--- config.mk ---
export PLATFORM = sky130hd
export DESIGN_NAME = mux_dff_arbiter
export DESIGN_NICKNAME = d
export VERILOG_FILES = /design/src/rtl/mux_dff_arbiter_pkg.sv /design/src/rtl/mux_dff_arbiter_mux_dff.sv /design/src/rtl/mux_dff_arbiter.sv
export SDC_FILE = /design/constraint.sdc
export NUM_CORES = 1
export LEC_CHECK = 0
export CORE_MARGIN = 5
export CORE_UTILIZATION = 48
export CTS_CLUSTER_DIAMETER = 150
export DETAILED_ROUTE_END_ITERATION = 6
export PLACE_DENSITY = 0.92
export SKIP_LAST_GASP = 1
export SLEW_MARGIN = 20
export SYNTH_ARGS = -nofsm -noshare
export SYNTH_HDL_FRONTEND = slang
export SYNTH_SLANG_ARGS = --single-unit
--- constraint.sdc ---
create_clock -name clk -period 3.8 [get_ports clk]
set_input_delay 0.38 -clock clk [delete_from_list [all_inputs] [get_ports clk]]
set_output_delay 0.38 -clock clk [all_outputs]
set_load 0.02 [all_outputs]
--- src/rtl/mux_dff_arbiter_pkg.sv ---
// ============================================================================
// mux_dff_arbiter_pkg : shared state encoding and hold-counter sizing
// Rev 1.0
// ============================================================================
`default_nettype none

package mux_dff_arbiter_pkg;

  typedef enum logic [1:0] {
    IDLE = 2'd0,
    G0   = 2'd1,
    G1   = 2'd2
  } state_e;

  // The counter must represent 0..MAX_HOLD-1, so never narrower than 1 bit.
  function automatic int hold_cnt_width(input int max_hold);
    return (max_hold < 2) ? 1 : $clog2(max_hold + 1);
  endfunction

endpackage

`default_nettype wire

--- src/rtl/mux_dff_arbiter_mux_dff.sv ---
// ============================================================================
// mux_dff_arbiter_mux_dff : WIDTH-bit 2:1 mux into an enabled, sync-reset flop
// Rev 1.0
// ============================================================================
`default_nettype none

module mux_dff_arbiter_mux_dff #(
  parameter int WIDTH = 8
) (
  input  logic             clk,
  input  logic             rst,
  input  logic             sel_i,
  input  logic             en_i,
  input  logic [WIDTH-1:0] d0_i,
  input  logic [WIDTH-1:0] d1_i,
  output logic [WIDTH-1:0] q_o,
  output logic             q_valid_o
);

  logic [WIDTH-1:0] q_q;
  logic             valid_q;
  logic [WIDTH-1:0] w_mux;

  assign w_mux = sel_i ? d1_i : d0_i;

  always_ff @(posedge clk) begin
    if (rst) begin
      q_q     <= '0;
      valid_q <= 1'b0;
    end else begin
      valid_q <= en_i;
      if (en_i) begin
        q_q <= w_mux;
      end
    end
  end

  assign q_o       = q_q;
  assign q_valid_o = valid_q;

endmodule

`default_nettype wire

--- src/rtl/mux_dff_arbiter.sv ---
// ============================================================================
// mux_dff_arbiter : round-robin owner of a shared muxed data register
// Rev 1.0
// ============================================================================
`default_nettype none

module mux_dff_arbiter
  import mux_dff_arbiter_pkg::*;
#(
  parameter int WIDTH    = 8,
  parameter int MAX_HOLD = 4
) (
  input  logic             clk,
  input  logic             rst,
  input  logic             req0,
  input  logic             req1,
  input  logic [WIDTH-1:0] d0,
  input  logic [WIDTH-1:0] d1,
  output logic             gnt0,
  output logic             gnt1,
  output logic             sel,
  output logic [WIDTH-1:0] q,
  output logic             q_valid
);

  localparam int HW = hold_cnt_width(MAX_HOLD);
  localparam logic [HW-1:0] c_hold_last = HW'(MAX_HOLD - 1);

  state_e          state_q, state_d;
  logic [HW-1:0]   hold_q,  hold_d;
  logic            last_q,  last_d;
  logic            sel_q,   sel_d;
  logic            w_cap;

  always_ff @(posedge clk) begin
    if (rst) begin
      state_q <= IDLE;
      hold_q  <= '0;
      last_q  <= 1'b1;
      sel_q   <= 1'b0;
    end else begin
      state_q <= state_d;
      hold_q  <= hold_d;
      last_q  <= last_d;
      sel_q   <= sel_d;
    end
  end

  assign w_cap = ((state_q == G0) && req0) || ((state_q == G1) && req1);

  always_comb begin
    state_d = state_q;
    hold_d  = '0;
    last_d  = last_q;
    sel_d   = sel_q;

    case (state_q)
      IDLE: begin
        if (req0 && req1)  state_d = last_q ? G0 : G1;
        else if (req0)     state_d = G0;
        else if (req1)     state_d = G1;
      end
      G0: begin
        if (!req0) begin
          state_d = req1 ? G1 : IDLE;
        end else if ((hold_q == c_hold_last) && req1) begin
          state_d = G1;
        end else begin
          // Saturate when nobody is waiting so an uncontested owner keeps the bus.
          hold_d = (hold_q == c_hold_last) ? hold_q : hold_q + 1'b1;
        end
      end
      G1: begin
        if (!req1) begin
          state_d = req0 ? G0 : IDLE;
        end else if ((hold_q == c_hold_last) && req0) begin
          state_d = G0;
        end else begin
          hold_d = (hold_q == c_hold_last) ? hold_q : hold_q + 1'b1;
        end
      end
      default: state_d = IDLE;
    endcase

    if (state_d == G0) begin
      last_d = 1'b0;
      sel_d  = 1'b0;
    end else if (state_d == G1) begin
      last_d = 1'b1;
      sel_d  = 1'b1;
    end
  end

  mux_dff_arbiter_mux_dff #(
    .WIDTH (WIDTH)
  ) u_mux_dff (
    .clk       (clk),
    .rst       (rst),
    .sel_i     (sel_q),
    .en_i      (w_cap),
    .d0_i      (d0),
    .d1_i      (d1),
    .q_o       (q),
    .q_valid_o (q_valid)
  );

  assign gnt0 = (state_q == G0);
  assign gnt1 = (state_q == G1);
  assign sel  = sel_q;

endmodule

`default_nettype wire

== Word-level counts from Yosys, hierarchy flattened ==
Index checks and enable logic that the tools add are counted.

* Register bits after elaboration: 16
* Output and inout bits: 12
* Logic and storage cells: 41

* Add/sub/neg operators: 1
* Equality and inequality tests: 5
* Multiplexer cells: 20
* Reductions and logical operators: 9

{| class="wikitable"
|+ Operators by type and width
! cell !! number
|-
| 2-bit two-way mux || 9
|-
| 3-bit two-way mux || 5
|-
| 8-bit two-way mux || 1
|-
| 2-bit one-hot mux with 3 select lines || 1
|-
| 3-bit one-hot mux with 2 select lines || 1
|-
| 1-bit logical AND || 5
|-
| 2-bit by 1-bit == test with 1-bit output (second input constant) || 2
|-
| 2-bit == test (second input constant) || 2
|-
| 3-bit by 1-bit adder with 3-bit output (second input constant) || 1
|-
| 3-bit by 2-bit == test with 1-bit output (second input constant) || 1
|-
| 1-bit two-way mux || 3
|-
| 2-bit logical NOT || 1
|-
| 2-bit nonzero test || 1
|-
| 2-bit OR reduction || 1
|-
| 1-bit logical OR || 1
|}

== Depth between registers and ports, before layout ==
* Depth after elaboration: 8
* Depth in mapped cells: 9
* Depth with buffers taken out: 9

== Cells and area by module ==
Synthesis repeated with hierarchy kept, for this count alone.

* Cells, all modules: 93
* Area, all modules: 915.9 µm²

{| class="wikitable"
|+ By module, submodules not included
! module !! instances !! cells an instance !! area an instance (µm²)
|-
| mux_dff_arbiter || 1 || 55 || 525.5
|-
| mux_dff_arbiter_mux_dff || 1 || 38 || 390.4
|}

== Least setup slack after synthesis ==
No wires, ideal clock.

* Path type: flip-flop to flip-flop
* Start: reg state_q[0]
* End: reg last_q
* Library setup time: 0.117 ns
* Arrival time: 1.727 ns
* Data required time: 3.683 ns
* Slack: 1.956 ns
* Cell stages (with the launch flop): 8
* Clock period less this slack: 1.844 ns
* Path through: dfxtp_1 -> ha_1 -> and2_1 -> nand3_1 -> a31o_1 -> ha_1 -> mux2i_1 -> nand2b_1

{| class="wikitable"
|+ RTL lines
! what !! line !! text
|-
| from (decl) || mux_dff_arbiter.sv:29 || <nowiki>state_e state_q, state_d;</nowiki>
|-
| from (signal assigned) || mux_dff_arbiter.sv:42 || <nowiki>state_q <= state_d;</nowiki>
|-
| 2-bit by 1-bit == test with 1-bit output * || -- ||
|-
| named net gnt0 || mux_dff_arbiter.sv:19 || <nowiki>output logic gnt0,</nowiki>
|-
| 2-bit one-hot mux with 3 select lines * || mux_dff_arbiter.sv:57 || <nowiki>case (state_q)</nowiki>
|-
| 2-bit by 1-bit == test with 1-bit output / 2-bit == test (equally long branches) || mux_dff_arbiter.sv:85, mux_dff_arbiter.sv:88 ||
|-
| 1-bit two-way mux / 2-bit nonzero test (equally long branches) || -- ||
|-
| to (signal assigned) || mux_dff_arbiter.sv:44 || <nowiki>last_q <= last_d;</nowiki>
|-
| to (decl) || mux_dff_arbiter.sv:31 || <nowiki>logic last_q, last_d;</nowiki>
|}

The timed path passes the listed nets; every way through them passes the cells marked *.
A chain may end at the register's enable or synchronous reset.

== Worst setup path after layout ==
* Start: reg state_q[0]
* End: out gnt1

* Longest elaborated chain between the ends: 1

{| class="wikitable"
|+ Ends and longest elaborated chain
! what !! line !! text
|-
| 2-bit == test || mux_dff_arbiter.sv:108 || <nowiki>assign gnt1 = (state_q == G1);</nowiki>
|-
| to (decl) || mux_dff_arbiter.sv:20 || <nowiki>output logic gnt1,</nowiki>
|}

No other way between the ends.

==> metrics.log <==
[metrics] Lkg Pwr: 0.4485 nW
[metrics] Synth Area in Simple Gates: 0.1481
[metrics] iteration count of the initial detailed-routing pass: 4
[metrics] largest net degree at the start of global routing: 19
[metrics] start-to-end type of the worst setup path: flop to primary output
[metrics] cell count after synthesis: 93
[metrics] n_diodes: 0
[metrics] mux share of post-synthesis cell area: 0.1143
[metrics] remaining number of nets flagged by the antenna check after routing: 0
[metrics] number of warnings issued by yosys: 0
[metrics] CTS tree: done
[metrics] routed len/inst: 14.01 µm
[metrics] dominant combinational cell family by area after synthesis: compound AO/OA/AOI/OAI gates
[metrics] worst setup slack after placement: 1.490 ns
[metrics] Worst slew margin: 0.4975
[metrics] clock buffer count from CTS: 3
[metrics] clock-pin slew on the worst setup and hold paths: 0.08 ns
[metrics] layout cell share with drive strength beyond 1: 0.1322
[metrics] total wire length: 2073 µm
[metrics] total chip power: 0.5933 mW
[metrics] Std-Cell Core Area: 1942 µm²
[metrics] total congestion overflow: 0
[metrics] insertion delay to the later sink of the worst-skew pair: 0.27 ns
[metrics] post-route setup slack: 1.738 ns
[metrics] maximum operating frequency: 0.4849 GHz
[metrics] largest area contributor in the netlist: sky130_fd_sc_hd__dfxtp_1
[metrics] Max FO, Critical Path: 6
[metrics] Pwr Density: 466.7 nW/µm²
[metrics] H-tree levels: 1
[metrics] vias after detailed routing: 822
[metrics] worst clock skew on the final layout: 0.003486 ns
[metrics] global-route usage over all layers: 0.1439
[metrics] peak supply drop: 264.8 µV
[metrics] non-filler cells, final: 148
[metrics] cell with the most instances after synthesis: sky130_fd_sc_hd__dfxtp_1
[metrics] number of max-cap violations: 0
[metrics] run status: completed
[metrics] crit path capture type: primary output
[metrics] Async SR Flop Fraction: 0
[metrics] total non-filler cell area in the finished layout: 1271 µm²
[metrics] Top FF cell, synth: sky130_fd_sc_hd__dfxtp_1
[metrics] cell area after placement: 1249 µm²
[metrics] Final Util: 0.6546
[metrics] Final Hold Violating Endpoints: 0
[metrics] largest cells by area after synthesis: sky130_fd_sc_hd__dfxtp_1 (33%), sky130_fd_sc_hd__mux2i_1 (11%), sky130_fd_sc_hd__a211oi_2 (10%)
[metrics] Tightest Pin Transition: 0.7537 ns
[metrics] count of flip-flops with a built-in enable after synthesis: 0
[metrics] area share of the leading cell type in the synthesized netlist: 0.3325
[metrics] Syn Area/Cell: 10.36 µm²
[metrics] Synth Net Count: 120
[metrics] Vert. Die Dim: 54.80 µm
[metrics] clock root cell: sky130_fd_sc_hd__clkbuf_4
[metrics] Clock Sinks: 16
[metrics] hold buffer count at cts: 0
[metrics] list of most frequent post-synthesis cells: sky130_fd_sc_hd__dfxtp_1 (16), sky130_fd_sc_hd__mux2i_1 (11), sky130_fd_sc_hd__nor2_1 (9)
[metrics] num ports: 32
[metrics] number of placement rows: 16
[metrics] count of port buffers added during placement: 31
[metrics] reg-to-reg setup timing slack: 1.90 ns
[metrics] final RePlAce weighted congestion: 0.9087
[metrics] final number of setup-violating endpoints: 0
[metrics] residual DRC count: 0
[metrics] initial drt markers: 15
[metrics] first-pass GRT wire length: 3084 µm
[metrics] effective utilization at floorplan: 0.4961
[metrics] Period Utilization, post-route: 0.5427
[metrics] initial antenna violation count: 0
[metrics] min-delay worst type: flop to flop
[metrics] CTS max path bufs: 2
[metrics] Die Area: 3003 µm²
[metrics] Synth Cell Area: 963.4 µm²
[metrics] chip width: 54.80 µm
[metrics] total negative setup slack: 0 ns
[metrics] sequential share of the synthesized area: 0.3325
[metrics] xor/xnor cell area share of the yosys netlist: 0.009091
[metrics] fin. max-slew vios: 0
[metrics] Synth Area in Compound Gates: 0.2286
[metrics] data arrival time of the critical path: 1.68 ns
[metrics] number of nets in the final layout: 150
[metrics] shortest period the worst path allows: 2.062 ns
[metrics] post-route worst hold slack: 0.5209 ns
[metrics] area growth from synthesis to final layout: 31.95%
[metrics] count of distinct cell types in the synthesized netlist: 33
[metrics] setup repair after global routing missed its margin: no
[metrics] detailed-route vias per instance: 5.554
[metrics] total instance count after detailed placement: 145
[metrics] FF+latch count, synth: 16
[metrics] nature of the critical path startpoint: flop
[metrics] via count of the first global-routing pass: 805
[metrics] data required time at the worst endpoint: 3.42 ns
[metrics] Adder-Cell Fraction of Synth Area: 0.09091
[metrics] sum of net half-perimeters after detailed placement: 1629 µm
[metrics] post-CTS setup-driven buffer insertion count: 0
[metrics] post-CTS sizing: 0
-- cell usage in the layout, fill, tap and decap left out, drive strengths merged, types with 2 or more instances in the layout --
master / count
clkdlybuf4s50: 31
dfxtp: 16
mux2i: 11
nor2: 10
a211oi: 9
ha: 7
inv: 4
nand3b: 3
nand2b: 3
clkbuf: 3
nor2b: 2
a31oi: 2
nand3: 2
nor3: 2
a21bo: 2
a31o: 2
a311oi: 2
-- logic make-up after synthesis --
family	Yosys count
AO/OA/AOI/OAI	22
multiplexers	11
adder cells (fa/ha/maj)	7
AND/OR/NAND/NOR	26
XOR/XNOR	1
flip-flops	16
buffers and inverters	10
-- state kept, by name (all words and copies together) (netlist names) --
name,count
hold_q,3
state_q,2
last_q,1
u_mux_dff.q_valid_o,1
u_mux_dff.q_o,8
sel,1
-- per-layer routing --
layer / global-route usage / vias to the layer above / part of all wire
met3: 0.04087 / 2 / 0.12
met2: 0.2500 / 41 / 0.44
met5: 0 / - / 0
li1: - / 399 / -
met4: 0.08299 / 0 / 0.013
met1: 0.1530 / 380 / 0.43
-- worst paths after layout --
| check | end | from | depth (start not counted) |
|---|---|---|---|
| max | gnt1 | state_q[0] | 3 |
| min | hold_q[1] | hold_q[1] | 2 |
| max reg2reg | last_q | state_q[0] | 7 |
| min reg2reg | hold_q[1] | hold_q[1] | 2 |
-- power breakdown --
group          total [mW]  internal [mW]  switching [mW]
sequential          0.230          0.199          0.0313
clock              0.0818         0.0366          0.0452
combinational       0.282          0.143           0.139
total               0.593          0.378           0.215
-- worst max-delay path, cell delays in order, from the launching register on --
cell and delay [ns]:
sky130_fd_sc_hd__dfxtp_1 0.46, sky130_fd_sc_hd__inv_1 0.11, sky130_fd_sc_hd__ha_1 0.28, sky130_fd_sc_hd__clkdlybuf4s50_1 0.56
-- final cells by class --
type | count | area (µm²)
multi-input cells | 67 | 569.3
fillers | 161 | 670.6
flip-flops and latches | 16 | 320.3
clock buffers | 3 | 22.52
inverters | 4 | 15.01
well taps | 27 | 33.78
repair buffers | 31 | 310.3
No activity file was read; power rests on OpenSTA's default activity.
